===== config.mk =====
export PLATFORM = sky130hd
export DESIGN_NAME = player_ctrl_arbiter_flat
export DESIGN_NICKNAME = d
export VERILOG_FILES = /design/src/rtl/pong_pkg.sv /design/src/rtl/player_ctrl_arbiter_if.sv /design/src/rtl/cmd_delay_line.sv /design/src/rtl/player_ctrl_arbiter.sv /design/src/flat_wrapper.sv
export SDC_FILE = /design/constraint.sdc
export NUM_CORES = 1
export LEC_CHECK = 0
export ABC_CLOCK_PERIOD_IN_PS = 1800
export CORE_ASPECT_RATIO = 1.2
export CORE_MARGIN = 3
export CORE_UTILIZATION = 40
export DETAILED_ROUTE_END_ITERATION = 16
export PLACE_DENSITY = 0.68
export SYNTH_ARGS = -nofsm -noshare
export SYNTH_HDL_FRONTEND = slang
export SYNTH_HIERARCHICAL = 1
export SYNTH_SLANG_ARGS = --single-unit

===== constraint.sdc =====
create_clock -name clk -period 1.8 [get_ports clk]
set_input_delay 0.18 -clock clk [delete_from_list [all_inputs] [get_ports clk]]
set_output_delay 0.18 -clock clk [all_outputs]
set_load 0.02 [all_outputs]

===== src/rtl/pong_pkg.sv =====
// ---------------------------------------------------------------------------
// pong_pkg
// Shared definitions for the per-side player control path: command bit
// positions, owner and jump-FSM state encodings, and the default tick
// constants used as parameter defaults by player_ctrl_arbiter.
// ---------------------------------------------------------------------------
package pong_pkg;

    // Default tick constants (one tick = one video frame)
    localparam int unsigned DEF_DLY_MAX        = 15;
    localparam int unsigned DEF_DLY_EASY       = 12;
    localparam int unsigned DEF_DLY_MED        = 6;
    localparam int unsigned DEF_DLY_HARD       = 2;
    localparam int unsigned DEF_TAKEOVER_TICKS = 90;
    localparam int unsigned DEF_JUMP_COOL      = 30;
    localparam int unsigned DEF_SMASH_MAX      = 20;

    // Command word layout: {left, right, jump, smash}
    localparam int CMD_W = 4;
    localparam int CMD_L = 3;
    localparam int CMD_R = 2;
    localparam int CMD_J = 1;
    localparam int CMD_S = 0;

    typedef logic [CMD_W-1:0] cmd_t;

    typedef enum logic {
        OWN_HUMAN = 1'b0,
        OWN_CPU   = 1'b1
    } owner_e;

    typedef enum logic [1:0] {
        J_IDLE = 2'd0,
        J_FIRE = 2'd1,
        J_COOL = 2'd2
    } jump_e;

endpackage


===== src/rtl/player_ctrl_arbiter_if.sv =====
// ---------------------------------------------------------------------------
// player_ctrl_arbiter_if
// Groups the frame tick, the two command sources and the player-engine
// outputs of one side.
//   master : source/sink side (drives tick, enables and commands)
//   slave  : the arbiter (drives move_left/right, jump, smash, owner_cpu)
// ---------------------------------------------------------------------------
interface player_ctrl_arbiter_if;

    logic       frame_tick;   // one-clk pulse per video frame
    logic       cpu_en;       // CPU may own this side
    logic [1:0] difficulty;   // 0 easy .. 3 instant
    logic [3:0] hum_cmd;      // human {left,right,jump,smash}
    logic [3:0] cpu_cmd;      // CPU {left,right,jump,smash}

    logic       move_left;
    logic       move_right;
    logic       jump;         // one-tick jump request
    logic       smash;
    logic       owner_cpu;    // 1 = CPU owns this side

    modport master (
        output frame_tick, cpu_en, difficulty, hum_cmd, cpu_cmd,
        input  move_left, move_right, jump, smash, owner_cpu
    );

    modport slave (
        input  frame_tick, cpu_en, difficulty, hum_cmd, cpu_cmd,
        output move_left, move_right, jump, smash, owner_cpu
    );

endinterface


===== src/rtl/cmd_delay_line.sv =====
// ---------------------------------------------------------------------------
// cmd_delay_line
// DEPTH x WIDTH shift register advanced by tick_i, with a synchronous clear
// and a variable read tap. Tap 0 is the live input; tap k returns the value
// shifted in k ticks ago.
//   clk, rst_n : clock, asynchronous active-low reset
//   tick_i     : shift enable (also qualifies clr_i)
//   clr_i      : zero every stage instead of shifting
//   din_i      : value shifted in on each tick
//   tap_i      : read tap, 0..DEPTH
//   dout_o     : tapped value (combinational)
// ---------------------------------------------------------------------------
module cmd_delay_line #(
    parameter int DEPTH = 15,
    parameter int WIDTH = 4
) (
    input  logic                         clk,
    input  logic                         rst_n,
    input  logic                         tick_i,
    input  logic                         clr_i,
    input  logic [WIDTH-1:0]             din_i,
    input  logic [$clog2(DEPTH+1)-1:0]   tap_i,
    output logic [WIDTH-1:0]             dout_o
);

    localparam int TAP_W = $clog2(DEPTH + 1);
    localparam logic [TAP_W-1:0] TAP_LIM = TAP_W'(DEPTH);

    logic [WIDTH-1:0] mem_q [DEPTH];

    // NOTE: sequential state uses non-blocking assignments so every stage
    // samples its neighbour's old value; blocking here would collapse the
    // shift into a single copy.
    // NOTE: this storage is reset, not left uninitialised: the CPU command
    // path reads it directly, so stale contents would leak into the outputs.
    always_ff @(posedge clk or negedge rst_n) begin
        if (!rst_n) begin
            for (int i = 0; i < DEPTH; i++) mem_q[i] <= '0;
        end else if (tick_i) begin
            if (clr_i) begin
                for (int i = 0; i < DEPTH; i++) mem_q[i] <= '0;
            end else begin
                mem_q[0] <= din_i;
                for (int i = 1; i < DEPTH; i++) mem_q[i] <= mem_q[i-1];
            end
        end
    end

    // NOTE: the output gets a default before any branch so no path leaves it
    // unassigned, which would otherwise infer a latch.
    always_comb begin
        dout_o = din_i;
        if (tap_i != '0 && tap_i <= TAP_LIM) dout_o = mem_q[tap_i - 1'b1];
    end

endmodule


===== src/rtl/player_ctrl_arbiter.sv =====
// ---------------------------------------------------------------------------
// player_ctrl_arbiter
// Per-side command arbiter between a human keypad and the CPU player AI.
// Chooses the owner, delays CPU commands by a difficulty-dependent reaction
// time, resolves left/right conflicts, turns jump into a one-tick pulse with
// a cooldown and limits how long smash may be held. All state advances only
// in the clk where frame_tick is high; outputs are registered.
//   clk, rst_n : clock, asynchronous active-low reset
//   bus        : player_ctrl_arbiter_if.slave (tick, cpu_en, difficulty,
//                hum_cmd, cpu_cmd in; move_left/right, jump, smash,
//                owner_cpu out)
// ---------------------------------------------------------------------------
module player_ctrl_arbiter
    import pong_pkg::*;
#(
    parameter int unsigned DLY_MAX        = DEF_DLY_MAX,
    parameter int unsigned DLY_EASY       = DEF_DLY_EASY,
    parameter int unsigned DLY_MED        = DEF_DLY_MED,
    parameter int unsigned DLY_HARD       = DEF_DLY_HARD,
    parameter int unsigned TAKEOVER_TICKS = DEF_TAKEOVER_TICKS,
    parameter int unsigned JUMP_COOL      = DEF_JUMP_COOL,
    parameter int unsigned SMASH_MAX      = DEF_SMASH_MAX
) (
    input  logic                 clk,
    input  logic                 rst_n,
    player_ctrl_arbiter_if.slave bus
);

    localparam int TAP_W  = $clog2(DLY_MAX + 1);
    localparam int IDLE_W = $clog2(TAKEOVER_TICKS + 1);
    localparam int JCNT_W = $clog2(JUMP_COOL + 1);
    localparam int SCNT_W = $clog2(SMASH_MAX + 1);

    localparam logic [IDLE_W-1:0] IDLE_LIM = IDLE_W'(TAKEOVER_TICKS);
    localparam logic [JCNT_W-1:0] JCNT_LIM = JCNT_W'(JUMP_COOL);
    localparam logic [SCNT_W-1:0] SCNT_LIM = SCNT_W'(SMASH_MAX);

    // State registers and next-state values
    owner_e            owner_q, owner_d;
    logic [IDLE_W-1:0] idle_q, idle_d;
    jump_e             jst_q, jst_d;
    logic [JCNT_W-1:0] jcnt_q, jcnt_d;
    logic              sel_jump_q;
    logic [SCNT_W-1:0] scnt_q, scnt_d;
    logic              mvl_q, mvl_d;
    logic              mvr_q, mvr_d;
    logic              smash_q, smash_d;

    // Command path
    logic [TAP_W-1:0]  tap;
    logic              dly_clr;
    logic              hum_active;
    cmd_t              tap_cmd;
    cmd_t              cpu_sel;
    cmd_t              sel;

    // Reaction delay per difficulty; difficulty 3 reads the live CPU command.
    always_comb begin
        tap = '0;
        case (bus.difficulty)
            2'd0:    tap = TAP_W'(DLY_EASY);
            2'd1:    tap = TAP_W'(DLY_MED);
            2'd2:    tap = TAP_W'(DLY_HARD);
            default: tap = '0;
        endcase
    end

    cmd_delay_line #(
        .DEPTH (DLY_MAX),
        .WIDTH (CMD_W)
    ) u_delay (
        .clk    (clk),
        .rst_n  (rst_n),
        .tick_i (bus.frame_tick),
        .clr_i  (dly_clr),
        .din_i  (bus.cpu_cmd),
        .tap_i  (tap),
        .dout_o (tap_cmd)
    );

    // Owner selection. idle_q counts idle ticks since the human last acted;
    // the CPU takes over on the first idle tick after TAKEOVER_TICKS of them
    // have elapsed. Human input (or losing cpu_en) restarts the count.
    always_comb begin
        hum_active = |bus.hum_cmd;
        owner_d    = owner_q;
        idle_d     = idle_q;
        dly_clr    = 1'b0;
        if (!bus.cpu_en) begin
            owner_d = OWN_HUMAN;
            idle_d  = '0;
        end else if (owner_q == OWN_HUMAN) begin
            if (hum_active) begin
                idle_d = '0;
            end else if (idle_q != IDLE_LIM) begin
                idle_d = idle_q + 1'b1;
            end else begin
                owner_d = OWN_CPU;
                dly_clr = 1'b1;
            end
        end else if (hum_active) begin
            owner_d = OWN_HUMAN;
            idle_d  = '0;
        end
    end

    // The selection follows the owner being entered on this tick. On the
    // takeover tick the line is being cleared, so any non-zero tap reads 0.
    always_comb begin
        cpu_sel = (dly_clr && tap != '0) ? '0 : tap_cmd;
        sel     = (owner_d == OWN_CPU) ? cpu_sel : bus.hum_cmd;
    end

    // Moves and smash limiter
    always_comb begin
        mvl_d   = sel[CMD_L] & ~sel[CMD_R];
        mvr_d   = sel[CMD_R] & ~sel[CMD_L];
        smash_d = 1'b0;
        scnt_d  = '0;
        if (sel[CMD_S]) begin
            smash_d = (scnt_q < SCNT_LIM);
            scnt_d  = (scnt_q == SCNT_LIM) ? scnt_q : scnt_q + 1'b1;
        end
    end

    // Jump FSM: fires only on a rising edge of the selected jump bit, and only
    // from J_IDLE, so a held request or one landing in cooldown never fires.
    always_comb begin
        jst_d  = jst_q;
        jcnt_d = jcnt_q;
        case (jst_q)
            J_IDLE: begin
                if (sel[CMD_J] && !sel_jump_q) jst_d = J_FIRE;
            end
            J_FIRE: begin
                jst_d  = J_COOL;
                jcnt_d = JCNT_LIM;
            end
            J_COOL: begin
                if (jcnt_q == '0) jst_d  = J_IDLE;
                else              jcnt_d = jcnt_q - 1'b1;
            end
            default: jst_d = J_IDLE;
        endcase
    end

    always_ff @(posedge clk or negedge rst_n) begin
        if (!rst_n) begin
            owner_q    <= OWN_HUMAN;
            idle_q     <= '0;
            jst_q      <= J_IDLE;
            jcnt_q     <= '0;
            sel_jump_q <= 1'b0;
            scnt_q     <= '0;
            mvl_q      <= 1'b0;
            mvr_q      <= 1'b0;
            smash_q    <= 1'b0;
        end else if (bus.frame_tick) begin
            owner_q    <= owner_d;
            idle_q     <= idle_d;
            jst_q      <= jst_d;
            jcnt_q     <= jcnt_d;
            sel_jump_q <= sel[CMD_J];
            scnt_q     <= scnt_d;
            mvl_q      <= mvl_d;
            mvr_q      <= mvr_d;
            smash_q    <= smash_d;
        end
    end

    assign bus.move_left  = mvl_q;
    assign bus.move_right = mvr_q;
    assign bus.jump       = (jst_q == J_FIRE);
    assign bus.smash      = smash_q;
    assign bus.owner_cpu  = (owner_q == OWN_CPU);

endmodule


===== src/flat_wrapper.sv =====
// flat-port wrapper written by rule: the top's interface ports become plain ports
module player_ctrl_arbiter_flat import pong_pkg::*;
#(
    parameter int unsigned DLY_MAX        = DEF_DLY_MAX,
    parameter int unsigned DLY_EASY       = DEF_DLY_EASY,
    parameter int unsigned DLY_MED        = DEF_DLY_MED,
    parameter int unsigned DLY_HARD       = DEF_DLY_HARD,
    parameter int unsigned TAKEOVER_TICKS = DEF_TAKEOVER_TICKS,
    parameter int unsigned JUMP_COOL      = DEF_JUMP_COOL,
    parameter int unsigned SMASH_MAX      = DEF_SMASH_MAX
)
  (clk, rst_n, bus_frame_tick, bus_cpu_en, bus_difficulty, bus_hum_cmd, bus_cpu_cmd, bus_move_left, bus_move_right, bus_jump, bus_smash, bus_owner_cpu);
  player_ctrl_arbiter_if bus_i ();
  input  logic clk;
  input  logic rst_n;
  input wire logic [$bits(bus_i.frame_tick)-1:0] bus_frame_tick;
  input wire logic [$bits(bus_i.cpu_en)-1:0] bus_cpu_en;
  input wire logic [$bits(bus_i.difficulty)-1:0] bus_difficulty;
  input wire logic [$bits(bus_i.hum_cmd)-1:0] bus_hum_cmd;
  input wire logic [$bits(bus_i.cpu_cmd)-1:0] bus_cpu_cmd;
  output wire logic [$bits(bus_i.move_left)-1:0] bus_move_left;
  output wire logic [$bits(bus_i.move_right)-1:0] bus_move_right;
  output wire logic [$bits(bus_i.jump)-1:0] bus_jump;
  output wire logic [$bits(bus_i.smash)-1:0] bus_smash;
  output wire logic [$bits(bus_i.owner_cpu)-1:0] bus_owner_cpu;
  assign bus_i.frame_tick = bus_frame_tick;
  assign bus_i.cpu_en = bus_cpu_en;
  assign bus_i.difficulty = bus_difficulty;
  assign bus_i.hum_cmd = bus_hum_cmd;
  assign bus_i.cpu_cmd = bus_cpu_cmd;
  assign bus_move_left = bus_i.move_left;
  assign bus_move_right = bus_i.move_right;
  assign bus_jump = bus_i.jump;
  assign bus_smash = bus_i.smash;
  assign bus_owner_cpu = bus_i.owner_cpu;
  player_ctrl_arbiter #(.DLY_MAX(DLY_MAX), .DLY_EASY(DLY_EASY), .DLY_MED(DLY_MED), .DLY_HARD(DLY_HARD), .TAKEOVER_TICKS(TAKEOVER_TICKS), .JUMP_COOL(JUMP_COOL), .SMASH_MAX(SMASH_MAX)) u_core (.clk(clk), .rst_n(rst_n), .bus(bus_i));
endmodule

# After elaboration in Yosys (flattened, before gate mapping)
# Index checks and enable logic that the tools add are counted.
[totals]
regBits = 84
output_inout_bits = 5
word_cells = 90
[classes]
addsub = 4
order_cmp = 3
n_eq_ne = 12
muxes = 28
bitwise_logic = 5
reduce_logical = 14
[op_table]
columns = ["op", "count"]
rows = [
  ["two-way mux 60 bit", 1],
  ["two-way mux 7 bit", 5],
  ["two-way mux 4 bit", 5],
  ["binary-select mux 4 bit (select 4 bit)", 1],
  ["two-way mux 5 bit", 3],
  ["one-hot mux 4 bit (3 select lines)", 1],
  ["one-hot mux 5 bit (2 select lines)", 1],
  ["AND reduction 3 bit", 3],
  ["two-way mux 1 bit", 8],
  ["adder 7 x 1 -> 7 bit (second input constant)", 1],
  ["!= test 7 bit (second input constant)", 1],
  ["one-hot mux 2 bit (3 select lines)", 1],
  ["adder 5 x 1 -> 5 bit (second input constant)", 1],
  ["equality test 5 bit (second input constant)", 1],
  ["greater-or-equal comparator 5 bit (second input constant)", 1],
  ["logical NOT 5 bit", 1],
  ["< comparator 5 bit (second input constant)", 1],
  ["NOT 4 -> 5 bit", 1],
  ["subtractor 5 x 1 -> 5 bit (second input constant)", 1],
  ["equality test 2 x 1 -> 1 bit (second input constant)", 2],
  ["equality test 2 bit (second input constant)", 2],
  ["less-or-equal comparator 4 bit (second input constant)", 1],
  ["logical NOT 2 bit", 2],
  ["two-way mux 2 bit", 2],
  ["13 further kinds", 19],
]

# Longest topological paths before layout
# Gate-level depths: netlist (run 1).
[depth]
word_depth = 13
depth_mapped = 13

# Modules after synthesis
# The synthesis (run 1) kept the hierarchy.
[by_module_without_submodules]
columns = ["mod", "n_inst", "cells_each", "area_each_um2", "seq_area_each_um2"]
rows = [
  ["cmd_delay_line", 1, 317, 3221.8, 1501.4],
  ["player_ctrl_arbiter", 1, 153, 1473.9, 600.6],
]

# Least setup slack after synthesis (run 1)
# No wires, ideal clock.
[synth_timing]
path_kind = "input to register"
start = "input port bus_difficulty[0]"
end = "register u_core.scnt_q[1]"
setup_time_ps = 128
t_arrival_ps = 2374
path_slack_ps = -703
path_stages = 12
cell_sequence = "inv_1 -> ha_1 -> inv_1 -> ha_1 -> xor2_2 -> mux4_1 -> mux2i_1 -> a211oi_1 -> and3b_1 -> nand4_1 -> and3_1 -> o22ai_1"
[synth_via]
elab_chain_len = 12
[synth_lines]
columns = ["item", "line_no", "rtl"]
rows = [
  ["from (decl)", "flat_wrapper.sv:18", "input wire logic [$bits(bus_i.difficulty)-1:0] bus_difficulty;"],
  ["equality test 2 bit, or another cell as far along", "player_ctrl_arbiter.sv:60", "case (bus.difficulty)"],
  ["one-hot mux 4 bit (3 select lines) (*)", "player_ctrl_arbiter.sv:60", ""],
  ["named net u_core.tap[1]", "player_ctrl_arbiter.sv:50", "logic [TAP_W-1:0] tap;"],
  ["subtractor 4 x 1 -> 4 bit", "cmd_delay_line.sv:53", "if (tap_i != '0 && tap_i <= TAP_LIM) dout_o = mem_q[tap_i - 1'b1];"],
  ["NOT 4 -> 5 bit (implied by the code)", "cmd_delay_line.sv:53", ""],
  ["binary-select mux 4 bit (select 4 bit)", "cmd_delay_line.sv:53", ""],
  ["two-way mux 4 bit (implied by the code) (2 in series)", "cmd_delay_line.sv:53", ""],
  ["two-way mux 4 bit (*)", "cmd_delay_line.sv:53", ""],
  ["named net u_core.tap_cmd[0]", "player_ctrl_arbiter.sv:53", "cmd_t tap_cmd;"],
  ["two-way mux 4 bit (*)", "player_ctrl_arbiter.sv:110", "cpu_sel = (dly_clr && tap != '0) ? '0 : tap_cmd;"],
  ["two-way mux 4 bit (*)", "player_ctrl_arbiter.sv:111", "sel = (owner_d == OWN_CPU) ? cpu_sel : bus.hum_cmd;"],
  ["!= test 2 bit (no line)", "--", ""],
  ["AND reduction 2 bit (no line)", "--", ""],
  ["to (signal assigned)", "player_ctrl_arbiter.sv:164", "scnt_q <= scnt_d;"],
  ["to (decl)", "player_ctrl_arbiter.sv:44", "logic [SCNT_W-1:0] scnt_q, scnt_d;"],
]
# The timed path passes the listed nets; every way through them passes the cells marked *. The select of a mux whose other input is x is not followed.
# A chain may end at the register's enable or synchronous reset.

# Worst setup path after layout (run 1)
[layout_timing]
start = "input port bus_difficulty[1]"
end = "register u_core.scnt_q[1]"
# Same word-level chain as after synthesis.

==> metrics.txt, run 1 <==
routed len/inst=15.64 um; Synth Instances=470; pwr/cell area=993.3 nW/um^2; Buf/Inv on CP=6; most instantiated cells after synthesis=dfrtp_1, inv_1, o21ai_0; dominant cells by area after synthesis=dfrtp_1, nand3b_1, o21ai_0; drt first pass iters=5; status=finished with violations; worst-path fanout max=4; Top delay family on crit path=buffers and inverters; vias=3647; worst hold start=bus_frame_tick; fmax=0.4497 GHz; CTS tree=built; row count=42; initial DRC count=186; r2r startpoint=u_core/u_delay/mem_q[20]; cells on worst reg2reg path=7; # DRC=0; Fin Hold WS=0.2364 ns; max_slew headroom=65.00%; GRT Resource Usage Total=16.11%; Mapped Area=4696 um^2; Top FF cell, synth=dfrtp_1; switching share of power=26.92%; YS warnings=6; Area Growth Syn to Fin=26.59%; Reg2Reg Setup Slack=-0.22 ns; HP Class=in -> reg; Final Cell Area=5944 um^2; slowest cell on the critical path=o32ai_1; Worst-Skew Late Latency=0.34 ns; Routed WL=10680 um; Tmin final=2.224 ns; Yosys cell types=60; skew final=0.007358 ns; peak supply drop=428.0 uV; ys async rst share=100.0%; initial antenna violation count=0; DR vias/cell=5.340; Initial Utilization=41.76%; average size of a mapped cell=9.991 um^2; non-filler cells, final=683; required time worst endpoint=2.03 ns; Die Wd=104.9 um; largest net degree at the start of global routing=64; cell breakdown of the critical path=buf_12 -> inv_12 -> ha_4 -> inv_4 -> ha_4 -> xor2_4 -> buf_4 -> buf_6 -> buf_4 -> o32ai_1 -> a211oi_2 -> and3b_1 -> nand4_1 -> and3_4 -> o22ai_2; Core ar.=11250 um^2; count leader, synth=dfrtp_1; CP Launch Type=primary input; Post-Syn Nets=496; Max Cap Viol=0; grt ovf=0; final antenna-violating net count=0; Final Power=5.904 mW; Final nets=551; I/O pin count=19; first-pass GRT wire length=17240 um; Place WS=-1.306 ns; antenna diode count=0; flops & latches, synth=84; worst-margin pin slew=0.5249 ns; number of CTS-inserted buffers=9; RSZ-0062 raised after global routing=yes; die area=13080 um^2; area leader, netlist=dfrtp_1; CTS clk-pin slew, worst paths=0.06 ns; max-slew violations=0; Setup crit end kind=register; Hold Path Sink=u_core/idle_q[4]; dpl cells=658; failing checks=negative setup slack; Sum Neg Setup Slack=-3.558 ns; Synth top area share=44.76%; Lkg Pwr=2.618 nW; Final Util=52.86%; Post-DP HPWL=6964 um; Root Buffer=clkbuf_16; count of flip-flops with a built-in enable after synthesis=0; Die Y=124.7 um; final hold violations=0; Final setup violation count=10; register area share after synthesis=44.76%; Clock Power Share=37.4%; final worst setup slack=-0.4237 ns; crit-path max cell delay=0.37 ns; Max Buffers Root-to-Sink=2; internal power=4.315 mW; RePlAce Congestion=0.8218; PortBufs=18; Combinational Power Share=21.3%; Sink Count=84; FF-to-FF End=u_core/scnt_q[1]; critical path data arrival time=2.45 ns; switching pwr=1.589 mW; Tcrit/Tclk final=123.5%; vias in the first global route=3503; Crit Path Category=in -> reg; Flop pwr share=41.3%; share of layout cells above drive strength 1=21.36%; H-tree depth=3; fillcell total=1004; Placed Area=5395 um^2; hold depth=3
[state kept, by name, indices dropped and copies added (netlist names)]
signal,cells
u_core/bus.move_right,1
u_core/bus.owner_cpu,1
u_core/sel_jump_q,1
u_core/bus.smash,1
u_core/idle_q,7
u_core/scnt_q,5
u_core/u_delay/mem_q,60
u_core/jst_q,2
u_core/bus.move_left,1
u_core/jcnt_q,5
[placed cells by master (no fill, tap or decap), types with 3 or more instances in the layout]
cell / netlist / layout
a21oi_1: 5 / 5
mux4_2: 2 / 6
o21ai_0: 67 / 60
xor2_1: 4 / 4
nand3_1: 10 / 10
buf_12: 0 / 6
mux4_1: 8 / 4
xnor2_1: 3 / 3
clkdlybuf4s50_1: 0 / 13
nor4_1: 4 / 4
nand3b_1: 61 / 61
ha_1: 12 / 10
o21ai_1: 1 / 8
a211oi_2: 0 / 3
nor2b_1: 7 / 7
dfrtp_1: 84 / 83
nor3_1: 5 / 4
inv_1: 70 / 66
nor2_1: 14 / 12
and3_1: 7 / 6
o32ai_1: 4 / 4
a31o_1: 3 / 3
bufinv_16: 0 / 4
nand2_1: 14 / 14
nand4_1: 3 / 3
clkbuf_16: 0 / 11
buf_4: 0 / 46
o2bb2ai_1: 3 / 3
buf_6: 2 / 3
mux2i_1: 9 / 9
[per-layer routing]
metal	vias to the layer above	track usage, %	part of all wire (%)
met5	-	0	0
met4	0	6.255	2.5
met3	24	3.836	3.3
met2	72	25.80	49
met1	1798	21.05	45
li1	1753	-	-
[repair_timing]
| action | CTS | global route |
|---|---|---|
| hold buffers | 1 | 0 |
| pin swaps | 10 | 14 |
| buffers inserted | 1 | 7 |
| cloned | 0 | 3 |
| endpoints found under the setup margin | 11 | 70 |
| endpoints found under the hold margin | 25 | 0 |
| gates resized for setup | 17 | 23 |
[worst reg2reg max path: stages, from the launching register on]
cell,delay (ns)
dfrtp_1,0.38
mux4_2,0.49
o32ai_1,0.35
a211oi_2,0.13
and3b_1,0.19
nand4_1,0.09
and3_4,0.22
o22ai_2,0.06
[logic make-up after synthesis]
group                      synth area share, %
other                                  0.07986
DFF                                      44.76
buffers and inverters                    8.659
xor gates and xnor gates                 1.652
AOI/OAI and AO/OA                        13.62
muxes                                    8.420
and+or+nand+nor                          19.61
adders and majority gates                3.197
[how the worst max path moves through the flow]
stage | depth (start not counted) | slack, ns | startpoint | endpoint
3_3_place_gp | 13 | -1.25 | bus_difficulty[0] | u_core/scnt_q[1]
6_report | 15 | -0.42 | bus_difficulty[1] | u_core/scnt_q[1]
3_5_place_dp | 13 | -1.31 | bus_difficulty[0] | u_core/scnt_q[1]
2_1_floorplan | 12 | -0.43 | bus_difficulty[1] | u_core/scnt_q[1]
5_1_grt | 15 | -0.47 | bus_difficulty[1] | u_core/scnt_q[1]
4_1_cts | 14 | -0.43 | bus_difficulty[1] | u_core/scnt_q[1]
[area by class of cell]
class,count,area [um^2],share of cell area (%)
inverter,71,289.0,4.862
clock inverter,5,125.1,2.105
multi-input combinational,287,2303,38.75
tap,154,192.7,3.241
timing repair buffer,72,701.9,11.81
clock buffer,10,229.0,3.852
sequential,84,2103,35.38
[power by group through the flow]
stage               Combinational (mW)  Clock [mW]  Sequential, mW
finish                            1.26        2.21            2.44
global route                      1.40        2.33            2.48
global placement                  1.13           0            2.45
floorplan                        0.804           0            2.40
CTS                               1.21        2.25            2.43
detailed placement                1.18           0            2.46
Power figures use the tool's default switching activity.
==> run 2, diff against run 1 <==
--- a/config.mk
+++ b/config.mk
@@ -11,6 +11,7 @@
 export CORE_UTILIZATION = 40
 export DETAILED_ROUTE_END_ITERATION = 16
 export PLACE_DENSITY = 0.68
+export RECOVER_POWER = 100
 export SYNTH_ARGS = -nofsm -noshare
 export SYNTH_HDL_FRONTEND = slang
 export SYNTH_HIERARCHICAL = 1
==> metrics.txt, run 2 (synthesis results as in run 1) <==
status=finished with violations; failing checks=negative setup slack; Tmin final=2.251 ns; Root Buffer=clkbuf_16; Tcrit/Tclk final=125.0%; non-filler cells, final=683; I/O pin count=19; PortBufs=18; max_slew headroom=54.68%; crit-path max cell delay=0.39 ns; number of cells on the critical path=15; Worst-Skew Late Latency=0.34 ns; Flop pwr share=41.4%; Reg2Reg Setup Slack=-0.24 ns; Sink Count=84; Final setup violation count=10; Final Power=5.879 mW; routed len/inst=15.61 um; Setup crit end kind=register; # DRC=0; internal power=4.302 mW; vias=3642; antenna diode count=0; Combinational Power Share=21.1%; Setup crit start=bus_difficulty[1]; Initial Utilization=41.76%; required time worst endpoint=2.02 ns; GRT Resource Usage Total=16.11%; switching pwr=1.577 mW; Core ar.=11250 um^2; Top delay family on crit path=compound AO/OA/AOI/OAI gates; critical path data arrival time=2.48 ns; Final Util=52.47%; pwr/cell area=996.4 nW/um^2; crit path to=u_core/scnt_q[1]; DR vias/cell=5.332; final worst setup slack=-0.4506 ns; fmax=0.4443 GHz; Clock Power Share=37.5%; Area Growth Syn to Fin=25.66%; dpl cells=658; CTS tree=built; largest net degree at the start of global routing=64; grt ovf=0; leading cell type in the layout, fill and taps excluded=dfrtp_1; Lkg Pwr=2.585 nW; final hold violations=0; CP Launch Type=primary input; RSZ-0062 raised after global routing=yes; number of CTS-inserted buffers=9; Reg with most FFs=u_core/u_delay/mem_q; max layer used=met4; most frequent cells in the layout=dfrtp_1, inv_1, nand3b_1; Die Y=124.7 um; switching share of power=26.83%; biggest regs=u_core/u_delay/mem_q x60, u_core/idle_q x7; Final nets=551; worst-margin pin slew=0.6799 ns; CTS clk-pin slew, worst paths=0.06 ns; metal3 WL=471 um; share of layout cells above drive strength 1=20.42%; first-pass GRT wire length=17240 um; H-tree depth=3; skew final=0.007109 ns; Max Cap Viol=0; worst-path fanout max=4; Routed WL=10660 um; Crit Path Category=in -> reg; Buf/Inv on CP=6; peak supply drop=428.0 uV; RePlAce Congestion=0.8218; initial DRC count=189; initial antenna violation count=0; HP Class=in -> reg; die area=13080 um^2; row count=42; cell breakdown of the critical path=buf_12 -> inv_12 -> ha_4 -> inv_4 -> ha_4 -> xor2_4 -> buf_4 -> buf_6 -> buf_4 -> o32ai_1 -> a211oi_2 -> and3b_1 -> nand4_1 -> and3_4 -> o22ai_2; max-slew violations=0; slowest cell on the critical path=o32ai_1; FF-to-FF End=u_core/scnt_q[1]; max reg flops=60; wire length on met1=4728 um; Sum Neg Setup Slack=-3.746 ns; met2 wire length=5300 um; Max Buffers Root-to-Sink=2; Post-DP HPWL=6964 um; drt first pass iters=5; r2r startpoint=u_core/u_delay/mem_q[20]; final antenna-violating net count=0; cells on worst reg2reg path=7; Die Wd=104.9 um; vias in the first global route=3503
-- run 2: stage by stage --
step | cell area [um^2] | hold WS (ns) | worst slack (ns)
after global routing | 5901 | 0.2455 | -0.4713
final | 5901 | 0.2361 | -0.4506
after detailed placement | 5395 | 0.1258 | -1.306
after global placement | 5395 | 0.1199 | -1.245
after floorplan | 4781 | -0.1156 | -0.4327
after CTS | 5779 | 0.2417 | -0.4263
-- run 2: repair_timing --
action / in CTS / in global routing
setup buffers: 1 / 7
endpoints found under the hold margin: 25 / 0
endpoints found under the setup margin: 11 / 70
resized for setup: 17 / 23
hold buffers: 1 / 0
gates cloned: 0 / 3
pin swaps: 10 / 14
-- run 2: worst min-delay path by stage --
| stage | start | slack [ns] | to | depth (start not counted) |
|---|---|---|---|---|
| final | bus_frame_tick | 0.24 | u_core/idle_q[4] | 3 |
| after global placement | rst_n | 0.12 | u_core/idle_q[0] | 1 |
| after global routing | bus_frame_tick | 0.25 | u_core/idle_q[1] | 3 |
| after CTS | bus_frame_tick | 0.24 | u_core/idle_q[4] | 3 |
| after detailed placement | rst_n | 0.13 | u_core/idle_q[1] | 1 |
| after floorplan | rst_n | -0.12 | u_core/bus.move_left | 0 |
-- run 2: power by group through the flow --
stage	Sequential, mW	Combinational, mW	Clock, mW
after floorplan	2.40	0.804	0
after global placement	2.45	1.13	0
after detailed placement	2.46	1.18	0
after CTS	2.43	1.21	2.25
after global routing	2.48	1.39	2.33
final	2.43	1.24	2.21
-- run 2: tightest hold or removal path: cells and delay by family --
kind,cells,cell delay (ns)
AOI/OAI and AO/OA,1,0.07
and+or+nand+nor,1,0.09
buffers and inverters,1,0.20
-- run 2: layout make-up --
class                      count  area (um^2)
timing repair buffer          72        668.1
clock buffer                  10        229.0
sequential                    84         2103
inverter                      71        289.0
tap                          154        192.7
clock inverter                 5        125.1
multi-input combinational    287         2293
fill                        1018         5345
-- run 2: metal layers --
| metal | vias to the layer above | global-route usage, % |
|---|---|---|
| li1 | 1751 | - |
| met3 | 12 | 3.836 |
| met2 | 76 | 25.80 |
| met4 | 0 | 6.255 |
| met5 | - | 0 |
| met1 | 1803 | 21.05 |
==> run 3, diff against run 2 <==
--- a/config.mk
+++ b/config.mk
@@ -5,9 +5,8 @@
 export SDC_FILE = /design/constraint.sdc
 export NUM_CORES = 1
 export LEC_CHECK = 0
-export ABC_CLOCK_PERIOD_IN_PS = 1800
 export CORE_ASPECT_RATIO = 1.2
-export CORE_MARGIN = 3
+export CORE_MARGIN = 2
 export CORE_UTILIZATION = 40
 export DETAILED_ROUTE_END_ITERATION = 16
 export PLACE_DENSITY = 0.68
==> metrics.txt, run 3 (synthesis results as in run 1) <==
status=finished with violations; failing checks=negative setup slack; RSZ-0062 raised after global routing=yes; FF-to-FF End=u_core/scnt_q[1]; vias in the first global route=3585; PortBufs=18; initial DRC count=295; Max Cap Viol=0; Routed WL=11710 um; Place WS=-1.356 ns; max reg flops=60; hold depth=2; Die Wd=102.9 um; r2r startpoint=u_core/u_delay/mem_q[20]; share of layout cells above drive strength 1=21.64%; final hold violations=0; antenna diode count=0; worst-margin pin slew=0.8844 ns; Lkg Pwr=2.600 nW; switching share of power=30.17%; max-slew violations=0; dpl cells=663; number of CTS-inserted buffers=9; max_slew headroom=41.04%; Reg with most FFs=u_core/u_delay/mem_q; die area=12630 um^2; metal3 WL=489 um; skew final=0.006596 ns; required time worst endpoint=2.03 ns; Die Y=122.7 um; switching pwr=1.624 mW; grt ovf=0; Root Buffer=clkbuf_16; Fin Hold WS=0.1159 ns; biggest regs=u_core/u_delay/mem_q x60, u_core/idle_q x7; Combinational Power Share=23.8%; internal power=3.759 mW; RePlAce Congestion=0.8193; most frequent cells in the layout=dfrtp_1, inv_1, o21ai_0; Worst-Skew Late Latency=0.34 ns; CTS clk-pin slew, worst paths=0.06 ns; Initial Utilization=40.78%; HP Class=in -> reg; CP Launch Type=primary input; Tcrit/Tclk final=122.0%; first-pass GRT wire length=17600 um; worst-path fanout max=5; pwr/cell area=909.2 nW/um^2; critical path data arrival time=2.42 ns; Final setup violation count=29; I/O pin count=19; Flop pwr share=45.4%; Sink Count=84; met2 wire length=5771 um; Setup crit start=bus_difficulty[1]; GRT Resource Usage Total=18.04%; Setup crit end kind=register; Post-DP HPWL=7136 um; final worst setup slack=-0.3954 ns; fmax=0.4555 GHz; row count=43; CTS tree=built; Tmin final=2.195 ns; fillcell total=1013; wire length on met1=5190 um; Reg2Reg Setup Slack=-0.20 ns; peak supply drop=393.7 uV; Area Growth Syn to Fin=26.09%; H-tree depth=3; non-filler cells, final=693; cells on worst reg2reg path=7; leading cell type in the layout, fill and taps excluded=dfrtp_1; largest net degree at the start of global routing=138; Final nets=557; Clock Power Share=30.8%; Crit Path Category=in -> reg; # DRC=0; DR vias/cell=5.313; vias=3682; final antenna-violating net count=0; max layer used=met4; drt first pass iters=5; Core ar.=11510 um^2; Max Buffers Root-to-Sink=2; crit path to=u_core/bus.move_left; routed len/inst=16.90 um; initial antenna violation count=0
-- run 3: worst min path at each step --
stage / startpoint / to / slack [ns]
finish: bus_frame_tick / u_core/sel_jump_q / 0.12
global route: bus_frame_tick / u_core/sel_jump_q / 0.12
CTS: bus_frame_tick / u_core/sel_jump_q / 0.12
detailed placement: rst_n / u_core/u_delay/mem_q[46] / 0.17
global placement: rst_n / u_core/u_delay/mem_q[38] / 0.16
floorplan: rst_n / u_core/bus.move_left / -0.12
-- run 3: worst max-delay path, stage by stage --
cell and delay (ns):
buf_12 0.10, inv_12 0.03, ha_4 0.24, inv_4 0.07, ha_4 0.16, xor2_4 0.21, buf_4 0.14, buf_6 0.11
mux4_2 0.48, mux2i_1 0.15, a211oi_1 0.08, a31o_1 0.26, a31o_1 0.21
-- run 3: power groups by stage --
stage          Sequential, mW  Clock [mW]  Combinational, mW
2_1_floorplan            2.40           0              0.804
3_3_place_gp             2.45           0               1.15
3_5_place_dp             2.47           0               1.20
4_1_cts                  2.44        1.69               1.25
5_1_grt                  2.49        1.76               1.42
6_report                 2.44        1.66               1.28
-- run 3: final cells by class --
| class | instances | area (um^2) | area share [%] |
|---|---|---|---|
| Clock buffer | 12 | 236.5 | 3.994 |
| Clock inverter | 4 | 26.28 | 0.4438 |
| Inverter | 71 | 289.0 | 4.882 |
| Multi-Input combinational cell | 287 | 2322 | 39.22 |
| Sequential cell | 84 | 2102 | 35.50 |
| Tap cell | 157 | 196.4 | 3.318 |
| Timing Repair Buffer | 78 | 748.2 | 12.64 |
-- run 3: layer usage --
metal,up-vias,global-route usage [%]
met5,-,0
li1,1764,-
met1,1817,23.52
met3,20,3.360
met4,0,7.237
met2,81,29.50
-- run 3: stage by stage --
stage	power [mW]	utilization, %	setup TNS (ns)	cell area, um^2
floorplan	3.200	-	-3.540	4781
global placement	3.602	46.91	-11.78	5401
detailed placement	3.663	46.91	-13.14	5401
CTS	5.385	50.28	-6.974	5789
global route	5.670	51.42	-9.126	5921
finish	5.383	51.42	-3.970	5921
-- run 3: repair_timing --
item | in CTS | in global routing
setup buffers | 4 | 5
pin swaps | 7 | 13
endpoints found under the hold margin | 32 | 0
gates resized for setup | 19 | 26
cloned | 1 | 5
setup endpoints to repair | 17 | 72
hold buffers | 1 | 0
